`src/rtl/cnn_dma_read_sched.sv`:
```
// ---------------------------------------------------------------------------
// cnn_dma_read_sched
//
// Read-channel scheduler between the DMA PCIS AXI slave and the CNN result
// stream (output of the 64-to-512 width converter). AR requests are queued.
// Result beats are then streamed onto the R channel with the RID of the active
// burst, a per-burst RLAST and an OKAY response. R beats are also counted so
// that the block can flag CNN image boundaries.
//
// Ports
//   clock, reset          sole clock; synchronous active-high reset
//   ar_valid/ar_ready     AR handshake; ar_id, ar_len (ARLEN = beats-1)
//   res_valid/res_ready   result stream handshake; res_data
//   r_valid/r_ready       R handshake; r_id, r_data, r_resp (always OKAY), r_last
//   img_done              one-cycle pulse after the last beat of each image
//   img_count             completed images, wraps at 2^32
//   outstanding           queued ARs plus the active burst
// ---------------------------------------------------------------------------
module cnn_dma_read_sched #(
  parameter int ID_W          = 16,
  parameter int DATA_W        = 512,
  parameter int AR_DEPTH      = 4,    // power of two, 2..128
  parameter int BEATS_PER_IMG = 64    // at least 1
) (
  input  logic              clock,
  input  logic              reset,
  input  logic              ar_valid,
  output logic              ar_ready,
  input  logic [ID_W-1:0]   ar_id,
  input  logic [7:0]        ar_len,
  input  logic              res_valid,
  output logic              res_ready,
  input  logic [DATA_W-1:0] res_data,
  output logic              r_valid,
  input  logic              r_ready,
  output logic [ID_W-1:0]   r_id,
  output logic [DATA_W-1:0] r_data,
  output logic [1:0]        r_resp,
  output logic              r_last,
  output logic              img_done,
  output logic [31:0]       img_count,
  output logic [7:0]        outstanding
);

  localparam int PTR_W = $clog2(AR_DEPTH);
  localparam int CNT_W = PTR_W + 1;
  localparam int BC_W  = (BEATS_PER_IMG > 1) ? $clog2(BEATS_PER_IMG) : 1;

  localparam logic [CNT_W-1:0] Q_FULL  = CNT_W'(AR_DEPTH);
  localparam logic [BC_W-1:0]  BC_LAST = BC_W'(BEATS_PER_IMG - 1);

  typedef enum logic {IDLE, BURST} state_t;

  typedef struct packed {
    logic [ID_W-1:0] id;
    logic [7:0]      len;
  } ar_entry_t;

  // AR queue storage and control
  ar_entry_t        q_mem [AR_DEPTH];
  logic [PTR_W-1:0] wr_ptr;
  logic [PTR_W-1:0] rd_ptr;
  logic [CNT_W-1:0] q_cnt;
  logic [CNT_W-1:0] q_cnt_nxt;
  ar_entry_t        q_head;

  // Burst sequencing
  state_t           state;
  logic [ID_W-1:0]  cur_id;
  logic [7:0]       beats_left;
  logic [BC_W-1:0]  beat_cnt;
  logic             img_done_q;

  logic in_burst;
  logic push;
  logic pop;
  logic beat;
  logic burst_end;
  logic burst_nxt;

  assign q_head = q_mem[rd_ptr];

  // Full is judged from the registered count only, so a pop in the same
  // cycle never opens a slot early.
  assign ar_ready  = (q_cnt != Q_FULL) && !reset;
  assign push      = ar_valid && ar_ready;

  // The R channel is a combinational pass-through of the result stream while
  // a burst is active.
  assign in_burst  = (state == BURST) && !reset;
  assign r_valid   = in_burst && res_valid;
  assign res_ready = in_burst && r_ready;
  assign r_data    = res_data;
  assign r_id      = cur_id;
  assign r_resp    = 2'b00;
  assign r_last    = in_burst && (beats_left == 8'd0);
  assign img_done  = img_done_q && !reset;

  assign beat      = r_valid && r_ready;
  assign burst_end = beat && (beats_left == 8'd0);

  // Load the next burst from an idle state, or chain it straight after a last
  // beat so that back-to-back bursts have no bubble.
  assign pop       = (q_cnt != '0) && ((state == IDLE) || burst_end);
  assign burst_nxt = pop || ((state == BURST) && !burst_end);
  assign q_cnt_nxt = q_cnt + CNT_W'(push) - CNT_W'(pop);

  // NOTE: queue storage carries no reset; entries are only read after being
  // written, so only the pointers and count need clearing.
  always_ff @(posedge clock) begin
    if (push) q_mem[wr_ptr] <= '{id: ar_id, len: ar_len};
  end

  // NOTE: all state below is updated with non-blocking assignments so every
  // register samples the pre-edge values of the others.
  always_ff @(posedge clock) begin
    if (reset) begin
      state       <= IDLE;
      wr_ptr      <= '0;
      rd_ptr      <= '0;
      q_cnt       <= '0;
      cur_id      <= '0;
      beats_left  <= '0;
      beat_cnt    <= '0;
      img_count   <= '0;
      img_done_q  <= 1'b0;
      outstanding <= '0;
    end else begin
      if (push) wr_ptr <= wr_ptr + PTR_W'(1);
      if (pop)  rd_ptr <= rd_ptr + PTR_W'(1);
      q_cnt       <= q_cnt_nxt;
      outstanding <= 8'(q_cnt_nxt) + 8'(burst_nxt);

      case (state)
        IDLE: begin
          if (pop) begin
            cur_id     <= q_head.id;
            beats_left <= q_head.len;
            state      <= BURST;
          end
        end
        BURST: begin
          if (beat) begin
            if (beats_left != 8'd0) begin
              beats_left <= beats_left - 8'd1;
            end else if (pop) begin
              cur_id     <= q_head.id;
              beats_left <= q_head.len;
            end else begin
              state <= IDLE;
            end
          end
        end
        default: state <= IDLE;
      endcase

      // Image accounting runs on every R beat regardless of burst boundaries.
      img_done_q <= 1'b0;
      if (beat) begin
        if (beat_cnt == BC_LAST) begin
          beat_cnt   <= '0;
          img_count  <= img_count + 32'd1;
          img_done_q <= 1'b1;
        end else begin
          beat_cnt <= beat_cnt + BC_W'(1);
        end
      end
    end
  end

endmodule
```
`config.mk`:
```
export PLATFORM = sky130hd
export DESIGN_NAME = cnn_dma_read_sched
export DESIGN_NICKNAME = d
export VERILOG_FILES = /design/src/rtl/cnn_dma_read_sched.sv
export SDC_FILE = /design/constraint.sdc
export NUM_CORES = 1
export LEC_CHECK = 0
export ABC_AREA = 1
export BUFFER_PORTS_ARGS = -buffer_cell sky130_fd_sc_hd__clkbuf_2
export CORE_AREA = 10 10 427 429
export DETAILED_ROUTE_END_ITERATION = 8
export DIE_AREA = 0 0 437 439
export GPL_TIMING_DRIVEN = 0
export MAX_ROUTING_LAYER = met4
export SETUP_SLACK_MARGIN = 0.3
export SKIP_LAST_GASP = 1
export SLEW_MARGIN = 30
export SYNTH_ARGS = -nofsm -noshare
export SYNTH_HDL_FRONTEND = slang
export SYNTH_SLANG_ARGS = --single-unit
```
`constraint.sdc`:
```
create_clock -name clock -period 7.7 [get_ports clock]
set_clock_uncertainty 0.05 [all_clocks]
set_input_delay 1.155 -clock clock [delete_from_list [all_inputs] [get_ports clock]]
set_output_delay 1.155 -clock clock [all_outputs]
set_load 0.05 [all_outputs]
```
==> impl_metrics.yaml, run 1 <==
detailed_routing:
  ant_nets: 0
  drt-initial-drc-count: 935
  routed_wl_mm: 158.7
  wl_per_cell_um: 35.98
  post-route-drc-count: 0
  first_pass_iters: 7
  drt-vias-per-instance: 2.756
  via_count: 12155
worst_setup_path:
  start_kind: "input port"
  crit_fanout: 10
  r2r_start: "beats_left[0]"
  r2r-end: "outstanding[2]"
  critPathSlowestCell: "fa_1"
  crit_type: "input port to flip-flop"
  worstSetupEndpointType: "flip-flop"
  cp.depth: 16
  crit_start: "reset"
  worst-path-buf-inv: 6
  path_delay_family: "buffers and inverters"
  path_cells: "clkbuf_2 -> inv_2 -> nand4_4 -> nand2_1 -> nand3_2 -> inv_2 -> buf_4 -> ha_1 -> inv_1 -> ha_1 -> inv_1 -> fa_1 -> xnor2_1 -> xor2_1 -> o21ai_0 -> a21oi_1"
  required_ps: 8050
  cp.arrival_ps: 4210
  setup.worst_path.end: "outstanding[2]"
  r2r_slack_ps: 4280
  slowest_delay_ps: 370
  r2r_cells: 16
pwr:
  p_int_mw: 2.100
  comb_power_share: 0.516
  netSwitchingFraction: 0.5133
  power_density_nw_per_um2: 235.4
  seqPwrFrac: 0.267
  ir_worst_vdd_mv: 0.1661
  power.switching_mw: 2.215
  clockPowerShare: 0.217
  leakage_nw: 8.256
final_layout:
  area_growth_pct: 59.73
  layout.nets: 2555
  drive_gt1_frac: 0.5871
sta:
  rsz0062_at_grt: "no"
  fmax_mhz: 259.1
  min_period_over_period: 0.5013
  min_period_ps: 3860
  whs_ps: 441.2
  worst_slew_pin_slew_ps: 996.2
  finalHoldViolations: 0
  fin_setup_tns_ps: 0
  finalSetupViolCount: 0
  slew_violations: 0
  slew_headroom: 0.3358
yosys:
  ys.flop_type: "edfxtp_1"
  yosysWarnings: 0
  synth-seq-cells: 173
  synth_cells: 1377
  ys_seq_area_frac: 0.3854
  yosysTopAreaCellShare: 0.3394
  yosys.area.top_type: "buf_4"
  synth_area_leaders: "buf_4, edfxtp_1, dfxtp_1"
  ys_types: 35
  synth_edf_count: 96
  syn_area_um2: 11480
  ys_async_sr_fraction: 0
  syn_area_per_cell_um2: 8.336
min_path:
  worstHoldStart: "beats_left[0]"
  hp-class: "flip-flop to flip-flop"
cts:
  cts_setup_buffers: 0
  cts_root_buf: "clkbuf_16"
  cts_sinks: 173
  insertion_delay_ps: 470
  htree_levels: 4
  cts_hold_buffers: 0
  cts.reportedPaths.clkPinSlew_ps: 90
  cts_tree: "built"
  cts_max_path_buffers: 2
  cts_buffers: 17
  post_cts_resized: 0
grt:
  first_global_vias: 11252
  antenna_found_initial: 198
  grt_pass1_wl_mm: 181.4
  grt_max_degree: 22
  grt-ovfl-total: 0
  track_usage: 0.1601
placed_design:
  port_buffers: 597
  dp_hpwl_mm: 150.3
  place.gp.congestion: 1.070
die:
  fp-row-count: 153
  fp.dieH_um: 439
  die-area_um2: 191800
  core_area_um2: 173400
  fp.dieW_um: 437
  pin_count: 1116
  start_util: 0.06618
run_status:
  status: "complete, no violations"
run:
  cap_violations: 0
==> routing by layer <==
| metal | GRT usage | vias to the layer above | routed length [um] |
|---|---|---|---|
| li1 | - | 5240 | - |
| met1 | 0.1577 | 5686 | 55310 |
| met2 | 0.2575 | 971 | 74000 |
| met3 | 0.1116 | 258 | 24540 |
| met4 | 0.03717 | 0 | 4811 |
| met5 | - | - | 0 |
==> Yosys cell counts, types with 3 or more instances <==
cell,instances
buf_4,519
nand2_1,192
nor2_1,127
edfxtp_1,96
inv_1,91
dfxtp_1,77
o21ai_0,68
a21oi_1,42
nand3_1,34
clkbuf_1,18
o22ai_1,16
nor3_1,12
ha_1,11
nand4_1,11
a31oi_1,10
buf_2,8
nor2_2,6
xor2_1,6
nand3b_1,5
xnor2_1,4
inv_2,3
==> cells in the final DEF, fill, tap and decap left out, types with 5 or more instances in the layout <==
cell / instances
nand3b_1: 5
o21ai_0: 68
buf_2: 8
nand2_1: 192
diode_2: 70
nor2_2: 6
dfxtp_1: 77
nand4_1: 11
conb_1: 6
a21oi_1: 42
ha_1: 11
nand3_1: 34
nor3_1: 12
clkinv_8: 5
inv_1: 91
o22ai_1: 16
edfxtp_1: 96
clkbuf_2: 597
xor2_1: 6
nor2_1: 123
clkbuf_16: 17
a31oi_1: 10
clkbuf_1: 18
nor2_4: 6
buf_4: 519
==> power groups by stage <==
stage | registers, mW | clock network [mW] | logic [mW]
6_report | 1.15 | 0.937 | 2.23
5_1_grt | 1.16 | 0.988 | 2.38
4_1_cts | 1.15 | 0.961 | 2.27
3_5_place_dp | 1.17 | 0 | 2.26
3_3_place_gp | 1.17 | 0 | 2.25
2_1_floorplan | 1.33 | 0 | 1.34
==> worst reg2reg max path: cells and delay by family (launching register included) <==
family / cells / cell delay, ps
DFF: 1 / 330
buffers and inverters: 5 / 690
adders and majority gates: 4 / 1040
AOI/OAI and AO/OA: 3 / 490
xor gates and xnor gates: 2 / 480
and+or+nand+nor: 2 / 240
==> final cells by class <==
class,instances,area (um^2)
diodes,70,175.2
plain buffers,548,4030
fillers,20196,155100
well taps,2325,2909
multi-input cells,567,2720
clock buffers,17,425.4
clock inverters,15,200.2
flip-flops and latches,173,4424
repair buffers,601,3098
inverters,94,352.8
==> how the worst min path moves through the flow <==
stage          slack [ps]  depth (start not counted)            end
6_report              440                          2  beats_left[0]
3_3_place_gp          420                          2        r_id[0]
3_5_place_dp          430                          2  beats_left[0]
4_1_cts               440                          2  beats_left[0]
2_1_floorplan         410                          2  beats_left[0]
5_1_grt               470                          2        r_id[4]
==> kinds of logic (layout without fill, tap and decap cells) <==
kind of cell | after synthesis | after routing | synth area share
simple gates | 399 | 399 | 0.1465
flops | 173 | 173 | 0.3854
fa+ha+maj | 12 | 12 | 0.01373
buf+inv | 642 | 1275 | 0.3818
xor+xnor | 10 | 10 | 0.007630
compound gates | 140 | 140 | 0.06453
other cells | 1 | 76 | 0.0003267
==> registers in the layout, indices dropped and copies added (netlist names), named ones only <==
name         count
q_mem           96
img_count       32
beats_left       8
rd_ptr           2
beat_cnt         6
q_cnt            3
wr_ptr           2
img_done_q       1
state            1
r_id            16
outstanding      4
==> metrics by stage <==
step / setup slack, ps / total power [mW] / utilization / cell area (um^2) / instances
5_1_grt: 3476 / 4.536 / 0.1056 / 18310 / 4400
2_1_floorplan: 3646 / 2.664 / - / 11500 / 1382
3_3_place_gp: 3322 / 3.416 / 0.1003 / 17390 / 4304
6_report: 3840 / 4.316 / 0.1057 / 18340 / 4410
4_1_cts: 3750 / 4.381 / 0.1047 / 18160 / 4340
3_5_place_dp: 3259 / 3.435 / 0.1011 / 17530 / 4308
No activity file was read; power rests on OpenSTA's default activity.
==> run 2, diff against run 1 <==
Settings changed: CORE_AREA 10 10 427 429 to 10 10 432 434, DIE_AREA 0 0 437 439 to 0 0 442 444.
Clock period 7.7 ns to 3.4 ns, I/O delays scaled along.
==> impl_metrics.yaml, run 2 (same netlist as run 1, synthesis figures left out) <==
final_layout:
  stdcell_count: 4434
  drive_gt1_frac: 0.5911
  top_register: "q_mem"
  layout_common_cells: "clkbuf_2, buf_4, nand2_1"
  seq_area_um2: 4425
  largest_reg_flops: 96
  layout.nets: 2560
  area_growth_pct: 60.42
  multi_input_area_um2: 2753
  mostFrequentLayoutCell: "clkbuf_2"
  nFillCells: 20593
  finish.utilization: 0.1035
grt:
  grtUsageMet1: 0.1381
  gr-max-usage-layer: "met2"
  track_usage: 0.1437
  grt-ovfl-total: 0
  antenna_found_initial: 170
  grt_pass1_wl_mm: 169.6
  first_global_vias: 11343
  grtUsageMet3: 0.08435
  grt_max_degree: 20
  met2_usage: 0.2430
pwr:
  leakage_nw: 8.287
  power_mw: 9.738
  ir_worst_vdd_mv: 0.3585
  power_density_nw_per_um2: 528.8
die:
  fp.dieH_um: 444
  fp-row-count: 155
  fp.dieW_um: 442
  pin_count: 1116
  start_util: 0.06454
  core_area_um2: 177800
  die-area_um2: 196200
detailed_routing:
  ant_nets: 0
  routed_wl_mm: 145.0
  via_count: 12100
  post-route-drc-count: 0
  wl_per_cell_um: 32.70
  drt-vias-per-instance: 2.729
  first_pass_iters: 5
  drt-initial-drc-count: 942
placed_design:
  place.gp.congestion: 0.9377
  dp_hpwl_mm: 137.6
  dp.cells: 4338
  port_buffers: 597
  dp_slack_ps: -386.0
sta:
  rsz0062_at_grt: "no"
  fmax_mhz: 338.5
  finalSetupViolCount: 0
  slew_headroom: 0.3823
  worst_slack_ps: 446.1
  whs_ps: 197.5
  worst_slew_pin_slew_ps: 926.5
  finalHoldViolations: 0
  slew_violations: 0
  min_period_over_period: 0.8688
  min_period_ps: 2954
cts:
  cts_hold_buffers: 0
  cts_buffers: 17
  cts_max_path_buffers: 2
  insertion_delay_ps: 480
  htree_levels: 4
  cts_sinks: 173
  cts_root_buf: "clkbuf_16"
  cts_tree: "built"
  cts.reportedPaths.clkPinSlew_ps: 80
worst_setup_path:
  cp.arrival_ps: 3220
  required_ps: 3670
  crit_type: "flip-flop to flip-flop"
  start_kind: "flip-flop"
  crit_fanout: 10
  worstSetupEndpointType: "flip-flop"
min_path:
  hp-class: "input port to flip-flop"
run_status:
  status: "complete, no violations"
run:
  cap_violations: 0
[run 2: cell type report]
| cell class | count | area share |
|---|---|---|
| Tap cell | 2355 | 0.1600 |
| Clock inverter | 15 | 0.01033 |
| Multi-Input combinational cell | 567 | 0.1495 |
| Antenna cell | 59 | 0.008018 |
| Buffer | 548 | 0.2191 |
| Sequential cell | 173 | 0.2403 |
| Timing Repair Buffer | 606 | 0.1703 |
| Inverter | 94 | 0.01930 |
| Clock buffer | 17 | 0.02310 |
[run 2: what timing repair did]
| item | in CTS | in global routing |
|---|---|---|
| resized for setup | 5 | 3 |
| pin swaps | 2 | 0 |
| setup buffers | 2 | 3 |
| endpoints found under the setup margin | 4 | 4 |
[run 2: power by group]
group	switching (mW)	total [mW]	internal [mW]	leakage [nW]
Sequential	0.165	2.62	2.45	1.50
Combinational	3.69	5.06	1.37	6.49
Clock	1.00	2.06	1.06	0.300
[run 2: critical path: stages (launching register included)]
cell and delay [ps]:
dfxtp_1 330, inv_1 150, ha_4 190, nand2_2 100, o21ai_4 190, nand3_2 130
inv_4 80, buf_6 160, ha_1 240, inv_1 60, ha_1 130, inv_1 50
fa_1 500, inv_1 50, ha_1 280, inv_1 50, nor2_1 50
[run 2: metrics by stage]
stage | area [um^2] | TNS (ps)
5_1_grt | 18410 | 0
3_3_place_gp | 17440 | -10490
6_report | 18410 | 0
3_5_place_dp | 17580 | -1219
4_1_cts | 18230 | 0
2_1_floorplan | 11500 | 0
[run 2: layer usage]
layer | up-vias | wire [um]
met5 | - | 0
li1 | 5226 | -
met1 | 5747 | 49810
met2 | 884 | 71440
met3 | 243 | 18960
met4 | 0 | 4781
[run 2: worst paths after layout]
path,from,to,slack (ps),cells past startpoint
min reg2reg,r_id[9],r_id[9],440,2
min,ar_len[5],q_mem[0][5],200,1
max reg2reg,beats_left[0],outstanding[1],450,16
max,beats_left[0],outstanding[1],450,16
==> run 3, diff against run 2 <==
Settings changed: GPL_TIMING_DRIVEN 0 to default.
==> impl_metrics.yaml, run 3 (same netlist as run 1, synthesis figures left out) <==
final_layout:
  area_growth_pct: 2.126
  largest_reg_flops: 96
  layout_common_cells: "nand2_1, nor2_1, edfxtp_1"
  finish.utilization: 0.06592
  layout.nets: 1512
  drive_gt1_frac: 0.1667
  seq_area_um2: 4425
  multi_input_area_um2: 2726
  nFillCells: 20765
  top_register: "q_mem"
  mostFrequentLayoutCell: "nand2_1"
detailed_routing:
  post-route-drc-count: 0
  drt-vias-per-instance: 2.207
  ant_nets: 0
  drt-initial-drc-count: 481
  wl_per_cell_um: 40.82
  first_pass_iters: 5
  via_count: 7351
  routed_wl_mm: 136.0
pwr:
  comb_power_share: 0.352
  seqPwrFrac: 0.360
  leakage_nw: 3.644
  power.switching_mw: 3.035
  clockPowerShare: 0.289
  p_int_mw: 4.248
  netSwitchingFraction: 0.4167
  ir_worst_vdd_mv: 0.2607
  power_density_nw_per_um2: 621.3
worst_setup_path:
  slowest_delay_ps: 380
  r2r-end: "outstanding[2]"
  worst-path-buf-inv: 4
  start_kind: "flip-flop"
  required_ps: 3770
  crit_type: "flip-flop to flip-flop"
  path_delay_family: "adder cells"
  crit_start: "beats_left[0]"
  r2r_slack_ps: 530
  r2r_cells: 15
  worstSetupEndpointType: "flip-flop"
  path_cells: "inv_1 -> ha_1 -> nand2_2 -> o21ai_1 -> nand3_2 -> inv_2 -> ha_1 -> inv_1 -> ha_1 -> inv_1 -> fa_1 -> xnor2_1 -> xor2_1 -> o21ai_0 -> a21oi_1"
  r2r_start: "beats_left[0]"
  critPathSlowestCell: "fa_1"
  cp.arrival_ps: 3240
  crit_fanout: 5
min_path:
  hp-class: "input port to flip-flop"
  hold_end: "q_mem[0][23]"
  worstHoldStart: "ar_id[15]"
  whs_path_depth: 1
grt:
  grt-ovfl-total: 0
  grt_pass1_wl_mm: 152.5
  track_usage: 0.1364
  grt_max_degree: 49
  first_global_vias: 7218
  antenna_found_initial: 17
sta:
  fmax_mhz: 348.0
  min_period_ps: 2874
  finalHoldViolations: 0
  slew_headroom: 0.3906
  worst_slack_ps: 526.2
  slew_violations: 0
  min_period_over_period: 0.8452
  fin_setup_tns_ps: 0
  finalSetupViolCount: 0
  rsz0062_at_grt: "no"
  worst_slew_pin_slew_ps: 914.2
cts:
  cts_tree: "built"
  cts_buffers: 17
  htree_levels: 4
  cts_max_path_buffers: 2
  cts.reportedPaths.clkPinSlew_ps: 80
  insertion_delay_ps: 480
  cts_sinks: 173
  post_cts_resized: 0
  cts_root_buf: "clkbuf_16"
placed_design:
  dp_hpwl_mm: 126.2
  port_buffers: 85
  dp_slack_ps: 502.6
  place.gp.congestion: 0.8449
die:
  core_area_um2: 177800
  die-area_um2: 196200
  start_util: 0.06454
  fp.dieW_um: 442
  pin_count: 1116
  fp.dieH_um: 444
  fp-row-count: 155
run_status:
  status: "complete, no violations"
run:
  cap_violations: 0
## run 3: cell types whose count changed in the layout (fill, tap and decap cells not counted), moves of 2 or more
cell,change
clkbuf_2,-516
clkbuf_1,-17
diode_2,-55
buf_2,-8
inv_2,+2
buf_16,-4
clkinv_4,-2
buf_4,-502
buf_6,-3
buf_12,+3
## run 3: worst max path at each step
stage	cells after the start	end	slack [ps]
finish	15	outstanding[2]	530
global route	15	outstanding[2]	310
CTS	15	outstanding[2]	450
detailed placement	15	outstanding[2]	500
global placement	15	outstanding[2]	510
floorplan	11	outstanding[2]	380
## run 3: final cells by class
cell class                      count  area share
Sequential cell                   173      0.3775
Multi-Input combinational cell    567      0.2326
Tap cell                         2355      0.2514
Clock buffer                       17     0.03629
Clock inverter                     15     0.01772
Timing Repair Buffer              106     0.05358
Antenna cell                        4   0.0008539
Inverter                           94     0.03010
## run 3: metrics by stage
| step | cell area (um^2) | hold slack, ps | instances | power [mW] |
|---|---|---|---|---|
| floorplan | 11500 | 407.5 | 1382 | 6.036 |
| global placement | 11070 | 417.9 | 3294 | 5.223 |
| detailed placement | 11070 | 425.4 | 3294 | 5.247 |
| CTS | 11710 | 157.2 | 3326 | 7.381 |
| global route | 11720 | 173.3 | 3330 | 7.752 |
| finish | 11720 | 192.0 | 3331 | 7.283 |
## run 3: power groups by stage
stage               Sequential [mW]  Combinational (mW)  Clock (mW)
CTS                            2.63                2.58        2.17
detailed placement             2.67                2.57           0
global route                   2.65                2.86        2.24
finish                         2.62                2.56        2.10
global placement               2.66                2.56           0
floorplan                      3.00                3.03           0
## run 3: metal layers
metal / track usage / wire length [um] / vias to the layer above
met5: - / 0 / -
met4: 0.04271 / 4916 / 0
met3: 0.2223 / 47550 / 157
met2: 0.2227 / 64750 / 956
met1: 0.05151 / 18770 / 3184
li1: - / - / 3054
## run 3: timing repair
item / 4_1_cts / 5_1_grt
endpoints found under the hold margin: 0 / 0
buffers inserted: 0 / 1
hold buffers: 0 / 0
setup endpoints to repair: 0 / 1
